File: src/rtl/rv32i_ctrl_pkg.sv
// Shared encodings for the RV32I multi-cycle control path: opcodes, mux selects,
// FSM state encoding and the instruction classes produced by the opcode decoder.
package rv32i_ctrl_pkg;

  localparam logic [6:0] OPC_OP     = 7'b0110011;
  localparam logic [6:0] OPC_OP_IMM = 7'b0010011;
  localparam logic [6:0] OPC_LOAD   = 7'b0000011;
  localparam logic [6:0] OPC_STORE  = 7'b0100011;
  localparam logic [6:0] OPC_BRANCH = 7'b1100011;
  localparam logic [6:0] OPC_JAL    = 7'b1101111;
  localparam logic [6:0] OPC_JALR   = 7'b1100111;
  localparam logic [6:0] OPC_LUI    = 7'b0110111;
  localparam logic [6:0] OPC_AUIPC  = 7'b0010111;
  localparam logic [6:0] OPC_FENCE  = 7'b0001111;
  localparam logic [6:0] OPC_SYSTEM = 7'b1110011;

  localparam logic [2:0] WB_SEL_ALU   = 3'b000;
  localparam logic [2:0] WB_SEL_LOAD  = 3'b001;
  localparam logic [2:0] WB_SEL_PC4   = 3'b010;
  localparam logic [2:0] WB_SEL_IMM   = 3'b011;
  localparam logic [2:0] WB_SEL_AUIPC = 3'b100;

  localparam logic [1:0] PC_SEL_PC4  = 2'b00;
  localparam logic [1:0] PC_SEL_BR   = 2'b01;
  localparam logic [1:0] PC_SEL_JALR = 2'b10;

  localparam logic [2:0] ST_IDLE   = 3'd0;
  localparam logic [2:0] ST_FETCH  = 3'd1;
  localparam logic [2:0] ST_DECODE = 3'd2;
  localparam logic [2:0] ST_EXEC   = 3'd3;
  localparam logic [2:0] ST_MEM    = 3'd4;
  localparam logic [2:0] ST_WB     = 3'd5;
  localparam logic [2:0] ST_TRAP   = 3'd6;

  typedef enum logic [2:0] {
    S_IDLE   = ST_IDLE,
    S_FETCH  = ST_FETCH,
    S_DECODE = ST_DECODE,
    S_EXEC   = ST_EXEC,
    S_MEM    = ST_MEM,
    S_WB     = ST_WB,
    S_TRAP   = ST_TRAP
  } state_t;

  typedef enum logic [3:0] {
    CL_ALU, CL_LOAD, CL_STORE, CL_BRANCH, CL_FENCE,
    CL_JAL, CL_JALR, CL_LUI, CL_AUIPC
  } iclass_t;

  // Classes that do not write the register file leave the select untouched.
  function automatic logic [2:0] wb_sel_of(input iclass_t c, input logic [2:0] cur);
    case (c)
      CL_ALU:          return WB_SEL_ALU;
      CL_LOAD:         return WB_SEL_LOAD;
      CL_JAL, CL_JALR: return WB_SEL_PC4;
      CL_LUI:          return WB_SEL_IMM;
      CL_AUIPC:        return WB_SEL_AUIPC;
      default:         return cur;
    endcase
  endfunction

endpackage

File: src/rtl/rv32i_opcode_decode.sv
// Combinational opcode classifier; anything outside the supported RV32I set,
// SYSTEM included, is flagged illegal.
module rv32i_opcode_decode
  import rv32i_ctrl_pkg::*;
(
  input  logic [6:0] opcode,
  output iclass_t    iclass,
  output logic       illegal
);

  always_comb begin
    iclass  = CL_ALU;
    illegal = 1'b0;
    case (opcode)
      OPC_OP, OPC_OP_IMM: iclass = CL_ALU;
      OPC_LOAD:           iclass = CL_LOAD;
      OPC_STORE:          iclass = CL_STORE;
      OPC_BRANCH:         iclass = CL_BRANCH;
      OPC_FENCE:          iclass = CL_FENCE;
      OPC_JAL:            iclass = CL_JAL;
      OPC_JALR:           iclass = CL_JALR;
      OPC_LUI:            iclass = CL_LUI;
      OPC_AUIPC:          iclass = CL_AUIPC;
      default:            illegal = 1'b1;
    endcase
  end

endmodule

File: src/rtl/rv32i_multicycle_ctrl.sv
// Multi-cycle RV32I control FSM: sequences fetch/decode/exec/mem/writeback,
// drives PC, RF and memory handshakes, and traps on illegal opcodes or bus timeouts.
module rv32i_multicycle_ctrl
  import rv32i_ctrl_pkg::*;
#(
  parameter int TIMEOUT = 255,
  parameter int TO_W    = 8
) (
  input  logic       clk_i,
  input  logic       rst_i,
  input  logic [6:0] opcode_i,
  input  logic       branch_taken_i,
  input  logic       imem_ack_i,
  input  logic       dmem_ack_i,
  output logic       imem_req_o,
  output logic       ir_we_o,
  output logic       dmem_req_o,
  output logic       dmem_we_o,
  output logic       rf_we_o,
  output logic [2:0] wb_sel_o,
  output logic       pc_we_o,
  output logic [1:0] pc_sel_o,
  output logic       trap_o
);

  localparam logic [TO_W-1:0] TO_LIM = TO_W'(TIMEOUT);
  localparam bit              WD_EN  = (TIMEOUT != 0);

  state_t          state, state_next;
  iclass_t         iclass_q, iclass_next, dec_class;
  logic            dec_illegal;
  logic [2:0]      wb_sel_q, wb_sel_next;
  logic [TO_W-1:0] cnt, cnt_next;
  logic            wd_expired;

  rv32i_opcode_decode u_dec (
    .opcode  (opcode_i),
    .iclass  (dec_class),
    .illegal (dec_illegal)
  );

  assign wd_expired = WD_EN && (cnt == TO_LIM);
  assign wb_sel_o   = (state == S_TRAP) ? WB_SEL_ALU : wb_sel_q;
  assign trap_o     = (state == S_TRAP);

  always_ff @(posedge clk_i or posedge rst_i) begin
    if (rst_i) begin
      state    <= S_IDLE;
      iclass_q <= CL_ALU;
      wb_sel_q <= WB_SEL_ALU;
      cnt      <= '0;
    end else begin
      state    <= state_next;
      iclass_q <= iclass_next;
      wb_sel_q <= wb_sel_next;
      cnt      <= cnt_next;
    end
  end

  always_comb begin
    state_next  = state;
    iclass_next = iclass_q;
    wb_sel_next = wb_sel_q;
    cnt_next    = cnt;
    imem_req_o  = 1'b0;
    ir_we_o     = 1'b0;
    dmem_req_o  = 1'b0;
    dmem_we_o   = 1'b0;
    rf_we_o     = 1'b0;
    pc_we_o     = 1'b0;
    pc_sel_o    = PC_SEL_PC4;
    case (state)
      S_IDLE: state_next = S_FETCH;
      S_FETCH: begin
        imem_req_o = 1'b1;
        if (imem_ack_i) begin
          ir_we_o    = 1'b1;
          state_next = S_DECODE;
        end else if (wd_expired) begin
          state_next = S_TRAP;
        end else begin
          cnt_next = cnt + TO_W'(1);
        end
      end
      S_DECODE: begin
        iclass_next = dec_class;
        wb_sel_next = wb_sel_of(dec_class, wb_sel_q);
        state_next  = dec_illegal ? S_TRAP : S_EXEC;
      end
      S_EXEC: begin
        case (iclass_q)
          CL_BRANCH: begin
            pc_we_o    = 1'b1;
            pc_sel_o   = branch_taken_i ? PC_SEL_BR : PC_SEL_PC4;
            state_next = S_FETCH;
          end
          CL_FENCE: begin
            pc_we_o    = 1'b1;
            state_next = S_FETCH;
          end
          CL_LOAD, CL_STORE: state_next = S_MEM;
          default:           state_next = S_WB;
        endcase
      end
      S_MEM: begin
        dmem_req_o = 1'b1;
        dmem_we_o  = (iclass_q == CL_STORE);
        if (dmem_ack_i) begin
          if (iclass_q == CL_STORE) begin
            pc_we_o    = 1'b1;
            state_next = S_FETCH;
          end else begin
            state_next = S_WB;
          end
        end else if (wd_expired) begin
          state_next = S_TRAP;
        end else begin
          cnt_next = cnt + TO_W'(1);
        end
      end
      S_WB: begin
        rf_we_o    = 1'b1;
        pc_we_o    = 1'b1;
        pc_sel_o   = (iclass_q == CL_JAL)  ? PC_SEL_BR :
                     (iclass_q == CL_JALR) ? PC_SEL_JALR : PC_SEL_PC4;
        state_next = S_FETCH;
      end
      default: ;
    endcase
    // Each wait state gets a fresh timeout budget on entry.
    if ((state_next == S_FETCH || state_next == S_MEM) && state_next != state)
      cnt_next = '0;
  end

endmodule
File: config.mk
export PLATFORM = sky130hd
export DESIGN_NAME = rv32i_multicycle_ctrl
export DESIGN_NICKNAME = d
export VERILOG_FILES = /design/src/rtl/rv32i_ctrl_pkg.sv /design/src/rtl/rv32i_opcode_decode.sv /design/src/rtl/rv32i_multicycle_ctrl.sv
export SDC_FILE = /design/constraint.sdc
export NUM_CORES = 1
export LEC_CHECK = 0
export BUFFER_PORTS_ARGS = -buffer_cell sky130_fd_sc_hd__buf_2
export CAP_MARGIN = 10
export CORE_ASPECT_RATIO = 0.9
export CORE_MARGIN = 3
export CORE_UTILIZATION = 45
export CTS_CLUSTER_DIAMETER = 100
export CTS_CLUSTER_SIZE = 16
export DETAILED_ROUTE_END_ITERATION = 16
export MAX_ROUTING_LAYER = met4
export PLACE_DENSITY = 0.66
export REMOVE_ABC_BUFFERS = 1
export SYNTH_ARGS = -nofsm -noshare
export SYNTH_HDL_FRONTEND = slang
export SYNTH_HIERARCHICAL = 1
export SYNTH_SLANG_ARGS = --single-unit
File: constraint.sdc
create_clock -name clk_i -period 6.19 [get_ports clk_i]
set_input_delay 1.5475 -clock clk_i [delete_from_list [all_inputs] [get_ports clk_i]]
set_output_delay 1.5475 -clock clk_i [all_outputs]
set_load 0.02 [all_outputs]
==> results of run 1 <==
power breakdown:
| part | leakage, nW | total, mW | switching (mW) | internal, mW |
|---|---|---|---|---|
| logic | 0.422 | 0.327 | 0.190 | 0.138 |
| registers | 0.240 | 0.217 | 0.0657 | 0.151 |
| clock network | 0.0210 | 0.0719 | 0.0361 | 0.0358 |
flip-flops by register name, indices dropped and copies added (netlist names):
| register | count |
|---|---|
| iclass_q | 4 |
| wb_sel_q | 3 |
| cnt | 8 |
| state | 3 |
layer usage:
metal  vias up  share of wire  track usage
met5         -              0            -
met4         0          0.018      0.05917
met3         6          0.047      0.03036
met2        38           0.43       0.2915
met1       562           0.50       0.2580
li1        633              -            -
metrics by stage:
stage | cell area (µm²) | utilization | setup slack (ns) | instances | hold slack [ns]
after CTS | 1609 | 0.5582 | 1.453 | 227 | 0.4986
after global routing | 1609 | 0.5582 | 1.265 | 227 | 0.5433
final | 1609 | 0.5582 | 1.359 | 227 | 0.4906
after detailed placement | 1573 | 0.5456 | 1.453 | 223 | 0.4693
after floorplan | 1400 | - | 1.854 | 159 | 0.4447
after global placement | 1573 | 0.5456 | 1.598 | 223 | 0.4715
worst min-delay path, delay by kind of cell (launching register included):
kind             cells  cell delay, ns
DFF                  1            0.37
and+or+nand+nor      2            0.09
placed cells by master, fill, tap and decap left out, types with 2 or more instances in the layout:
cell type and n:
a2111oi_4 2, a21oi_1 4, and2_1 3, and2b_1 2, buf_2 23, clkbuf_4 3, dfrtp_1 18, inv_1 10
nand2_1 20, nand2b_1 5, nand3_1 6, nand3b_1 3, nand4_1 3, nor2_1 12, nor2b_1 3, nor3_1 11
nor3_2 4, nor3b_1 2, nor4_1 2, nor4b_1 3, nor4bb_1 2, o21ai_0 10, o31a_1 2, xnor2_1 7
xor2_1 3
path summary, 6_finish.rpt:
path	startpoint	to	slack, ns	cells after the start
min	wb_sel_q[1]	wb_sel_q[1]	0.49	2
max in group asynchronous	rst_i	cnt[7]	4.43	2
min in group asynchronous	rst_i	wb_sel_q[2]	1.34	2
min reg2reg	wb_sel_q[1]	wb_sel_q[1]	0.49	2
max reg2reg	state[2]	cnt[0]	3.89	5
max	opcode_i[4]	pc_we_o	1.36	8
synthesized netlist by cell type (4+ instances only):
master     n
nor2_1    12
nor3_2     4
nand2_1   20
o21ai_0   10
inv_1     10
nand2b_1   5
nand3_1    6
a21oi_1    4
nor3_1    11
xnor2_1    7
dfrtp_1   18
cells by family after synthesis:
group,synth area share
xor gates and xnor gates,0.06125
AOI/OAI and AO/OA,0.1724
adders and majority gates,0.008748
muxes,0.006999
DFF,0.3150
buffers and inverters,0.04724
and+or+nand+nor,0.3884
final cells by class:
type	instances	area share
inverters	10	0.02333
clock buffers	4	0.02255
well taps	40	0.03110
multi-input cells	131	0.5669
repair buffers	24	0.07621
flip-flops and latches	18	0.2799
==> results.sh, run 1 <==
export IMPL_clock_skew_ns=0.002672
export IMPL_multi_input_area_um2=912.1
export IMPL_h_tree_depth=1
export IMPL_via_count=1239
export IMPL_path_delay_family="compound AO/OA/AOI/OAI gates"
export IMPL_fmax_mhz=207.0
export IMPL_fillCellCount=279
export IMPL_status="completed"
export IMPL_grt_usage=0.1899
export IMPL_avgViaCountPerCell=5.458
export IMPL_seq_area_um2=450.4
export IMPL_netlist_area_leader_share=0.3150
export IMPL_cp_end_kind="output port"
export IMPL_crit_buf_inv=3
export IMPL_cts_tree="done"
export IMPL_num_antenna_cells=0
export IMPL_drtAntennaViolNets=0
export IMPL_core_um2=2883
export IMPL_seq_area_frac_synth=0.3150
export IMPL_cts_buffer_depth=2
export IMPL_cp_max_fo=5
export IMPL_p_per_area_nw_per_um2=382.8
export IMPL_yosysWarnings=6
export IMPL_grt_pass1_wl_um=5658
export IMPL_top_level_ports=24
export IMPL_synthTopCellsByArea="dfrtp_1 31%, nand2_1 5.2%, xnor2_1 4.3%"
export IMPL_worst_slew_margin_rel=0.2752
export IMPL_layout_nets=201
export IMPL_required_ns=4.64
export IMPL_synth_avg_cell_area_um2=8.720
export IMPL_place_hpwl_um=2437
export IMPL_grt_max_degree=19
export IMPL_area_growth_pct=12.51
export IMPL_cts_root_buf="clkbuf_4"
export IMPL_synth_async_sr_flop_share=1.000
export IMPL_setup_violations=0
export IMPL_crit_arrival_ns=3.28
export IMPL_rows=18
export IMPL_tns_ns=0
export IMPL_remaining_drc_errors=0
export IMPL_drive_gt1_frac=0.2353
export IMPL_path_class="in2out"
export IMPL_synth_cells=164
export IMPL_p_leak_nw=0.6830
export IMPL_synth_distinct_cells=48
export IMPL_mappedNetlistArea_um2=1430
export IMPL_cts_resized=0
export IMPL_cp_start_kind="primary input"
export IMPL_start_util=0.4961
export IMPL_drt_total_wl_um=3164
export IMPL_antenna_found_initial=0
export IMPL_clk_pin_slew_ns=0.10
export IMPL_yosysTopAreaCell="dfrtp_1"
export IMPL_portBuffers=23
export IMPL_cts_sinks=18
export IMPL_dieArea_um2=3891
export IMPL_routedWlPerCell_um=13.94
export IMPL_crit_top_cell="buf_2"
export IMPL_hold_buffers=0
export IMPL_synth_edf_count=0
export IMPL_grt_overflow=0
export IMPL_cap_violations=0
export IMPL_crit_slowest_cell="a2111oi_0"
export IMPL_ir_drop_uv=217.4
export IMPL_power_uw=616.0
export IMPL_finalHoldViolCount=0
export IMPL_first_global_vias=1244
export IMPL_dominantRegCellSynth="dfrtp_1"
export IMPL_tightest_slew_ns=1.072
export IMPL_fin_crit_ns=4.831
export IMPL_dr_first_iter_drc_count=42
export IMPL_fp_dieW_um=65.43
export IMPL_min_path_type="reg2reg"
export IMPL_gp_congestion=0.8280
export IMPL_max_stage_delay_ns=0.52
export IMPL_ys_seq_elements=18
export IMPL_clk_latency_ns=0.29
export IMPL_dr_pass1_iters=4
export IMPL_cts_made_buffers=3
export IMPL_die_height_um=59.48
export IMPL_fin_crit_sh=0.7804
export IMPL_slew_viol_final=0
export IMPL_rsz0062_at_grt="no"
export IMPL_crit_chain="buf_2 > inv_1 > a2111oi_0 > a31oi_1 > a2111oi_4 > nand2_1 > o21ai_0 > buf_2"
export IMPL_cts_setup_buffers=0
Power figures use the tool's default switching activity.
==> inputs of run 2 (changes only) <==
--- a/config.mk
+++ b/config.mk
@@ -5,6 +5,7 @@
 export SDC_FILE = /design/constraint.sdc
 export NUM_CORES = 1
 export LEC_CHECK = 0
+export ABC_AREA = 1
 export BUFFER_PORTS_ARGS = -buffer_cell sky130_fd_sc_hd__buf_2
 export CAP_MARGIN = 10
 export CORE_ASPECT_RATIO = 0.9
==> constraint.sdc (replaced) <==
create_clock -name clk_i -period 4.7 [get_ports clk_i]
set_input_delay 1.175 -clock clk_i [delete_from_list [all_inputs] [get_ports clk_i]]
set_output_delay 1.175 -clock clk_i [all_outputs]
set_load 0.02 [all_outputs]
==> run 2 against run 1 <==
Effect of this change:
- setup slack got worse by 0.44 ns
- total power is 9.6% higher
- sequential share of layout area up 0.65 points
- global-route usage down 1.4 points
- die area is 3.7% lower
- first-iteration DRC count increased to 3.4 times the previous value
- largest cell class unchanged
- highest routed layer unchanged
==> results.sh, run 2 <==
export IMPL_largest_register_ffs=8
export IMPL_cts_setup_buffers=0
export IMPL_hold_buffers=0
export IMPL_cts_sinks=18
export IMPL_cts_resized=0
export IMPL_crit_arrival_ns=2.60
export IMPL_fin_crit_sh=0.8036
export IMPL_dr_pass1_iters=4
export IMPL_ys_top_cells_by_count="71 x nand2_1, 45 x nor2_1, 39 x inv_1"
export IMPL_drtAntennaViolNets=0
export IMPL_ys_seq_elements=18
export IMPL_mappedNetlistArea_um2=1371
export IMPL_cts_buffer_depth=2
export IMPL_gp_congestion=0.8771
export IMPL_place_hpwl_um=2344
export IMPL_start_util=0.4832
export IMPL_routedWlPerCell_um=9.801
export IMPL_rsz0062_at_grt="no"
export IMPL_synth_edf_count=0
export IMPL_antenna_found_initial=0
export IMPL_grt_pass1_wl_um=5057
export IMPL_core_um2=2838
export IMPL_ir_drop_uv=234.8
export IMPL_clkPwrFrac=0.148
export IMPL_grt_usage=0.1754
export IMPL_die_height_um=58.37
export IMPL_yosysWarnings=6
export IMPL_status="completed"
export IMPL_p_leak_nw=0.8758
export IMPL_pwr_share_comb=0.481
export IMPL_cp_max_fo=4
export IMPL_min_path_type="reg2reg"
export IMPL_synth_avg_cell_area_um2=5.988
export IMPL_finalHoldViolCount=0
export IMPL_cp_start_kind="primary input"
export IMPL_clock_skew_ns=0.002166
export IMPL_rows=18
export IMPL_num_antenna_cells=0
export IMPL_first_global_vias=1203
export IMPL_netlist_area_leader_share=0.3285
export IMPL_cts_root_buf="clkbuf_4"
export IMPL_grt_max_degree=19
export IMPL_synth_most_common_cell="nand2_1"
export IMPL_dieArea_um2=3747
export IMPL_cts_made_buffers=3
export IMPL_drt_total_wl_um=2901
export IMPL_clk_pin_slew_ns=0.11
export IMPL_dominantRegCellSynth="dfrtp_1"
export IMPL_largestRegisters="cnt (8), iclass_q (4)"
export IMPL_p_per_area_nw_per_um2=429.2
export IMPL_required_ns=3.52
export IMPL_p_switching_uw=322.6
export IMPL_yosysTopAreaCell="dfrtp_1"
export IMPL_place_inst=292
export IMPL_switching_share=0.4779
export IMPL_fin_crit_ns=3.777
export IMPL_seq_power_share=0.371
export IMPL_top_level_ports=24
export IMPL_seq_area_frac_synth=0.3285
export IMPL_mostFrequentLayoutCells="71 x nand2_1, 45 x nor2_1, 39 x inv_1, 23 x buf_2"
export IMPL_internal_power_uw=352.4
export IMPL_instances_no_fill=296
export IMPL_fmax_mhz=264.8
export IMPL_drive_gt1_frac=0.1367
export IMPL_via_count=1375
export IMPL_path_class="in2out"
export IMPL_cap_violations=0
export IMPL_multi_input_area_um2=767.0
export IMPL_synth_distinct_cells=22
export IMPL_cp_end_kind="output port"
export IMPL_dr_first_iter_drc_count=141
export IMPL_fillCellCount=313
export IMPL_remaining_drc_errors=0
export IMPL_setup_violations=0
export IMPL_final_common_cell="nand2_1"
export IMPL_tightest_slew_ns=0.7070
export IMPL_utilization=0.5542
export IMPL_slew_viol_final=0
export IMPL_fp_dieW_um=64.19
export IMPL_ff2ff_setup_slack_ns=2.92
export IMPL_area_growth_pct=14.69
export IMPL_cts_tree="done"
export IMPL_h_tree_depth=1
export IMPL_synth_async_sr_flop_share=1.000
export IMPL_seq_area_um2=450.4
export IMPL_tns_ns=0
export IMPL_largest_register="cnt"
export IMPL_worst_slew_margin_rel=0.5282
export IMPL_synth_cells=229
export IMPL_grt_overflow=0
export IMPL_power_uw=675.0
export IMPL_portBuffers=23
export IMPL_avgViaCountPerCell=4.645
export IMPL_clk_latency_ns=0.30
export IMPL_synthTopCellsByArea="dfrtp_1 33%, nand2_1 19%, nor2_1 12%"
export IMPL_layout_nets=270
==> run 2: layout make-up <==
cell class	instances	area share
Clock buffer	4	0.02307
Inverter	41	0.09785
Multi-Input combinational cell	170	0.4877
Sequential cell	18	0.2864
Tap cell	40	0.03182
Timing Repair Buffer	23	0.07319
==> run 2: final timing paths <==
check	startpoint	endpoint	cells after the start
min reg2reg	wb_sel_q[1]	wb_sel_q[1]	2
max	opcode_i[4]	pc_we_o	17
max reg2reg	cnt[0]	cnt[7]	11
min	wb_sel_q[1]	wb_sel_q[1]	2
max in group asynchronous	rst_i	iclass_q[0]	2
min in group asynchronous	rst_i	cnt[2]	2
==> run 2: per-stage QoR <==
stage               hold WS (ns)  setup WS (ns)  instance area, µm²
floorplan                 0.4464         0.9579                1371
global placement          0.4739         0.9534                1536
detailed placement        0.4725         0.9386                1536
CTS                       0.4969         0.9345                1573
global route              0.5221         0.6398                1573
finish                    0.4998         0.9232                1573
==> run 2: worst max-delay path, stage by stage <==
cell and delay (ns):
buf_2 0.12, inv_2 0.08, nand3_2 0.09, inv_2 0.07, nand2_2 0.06, nand2_2 0.07
nor2_2 0.04, nand2_1 0.07, nor2_2 0.03, inv_1 0.07, nand2_1 0.05, nand2_1 0.08
nand3_1 0.07, nor2_1 0.15, inv_1 0.06, o21ai_0 0.13, buf_2 0.18
==> run 2: power groups by stage <==
stage                     registers (mW)  logic (mW)  clock network [mW]
after global placement             0.254       0.325                   0
after CTS                          0.250       0.328               0.102
after detailed placement           0.253       0.326                   0
after global routing               0.259       0.383               0.110
after floorplan                    0.240       0.254                   0
final                              0.251       0.325              0.0997
==> run 2: metal layers <==
| layer | share of wire | up-vias | GRT usage |
|---|---|---|---|
| met5 | 0 | - | - |
| met4 | 0.013 | 0 | 0.04518 |
| met3 | 0.047 | 5 | 0.03435 |
| met2 | 0.40 | 32 | 0.2739 |
| met1 | 0.53 | 574 | 0.2359 |
| li1 | - | 764 | - |
==> run 2: kinds of logic after synthesis <==
logic type	count (synthesis)	share of synthesized area
AO/OA/AOI/OAI	16	0.06661
XOR/XNOR	5	0.03193
adder cells (fa/ha/maj)	1	0.009123
buffers and inverters	41	0.1122
flip-flops	18	0.3285
AND/OR/NAND/NOR	148	0.4516
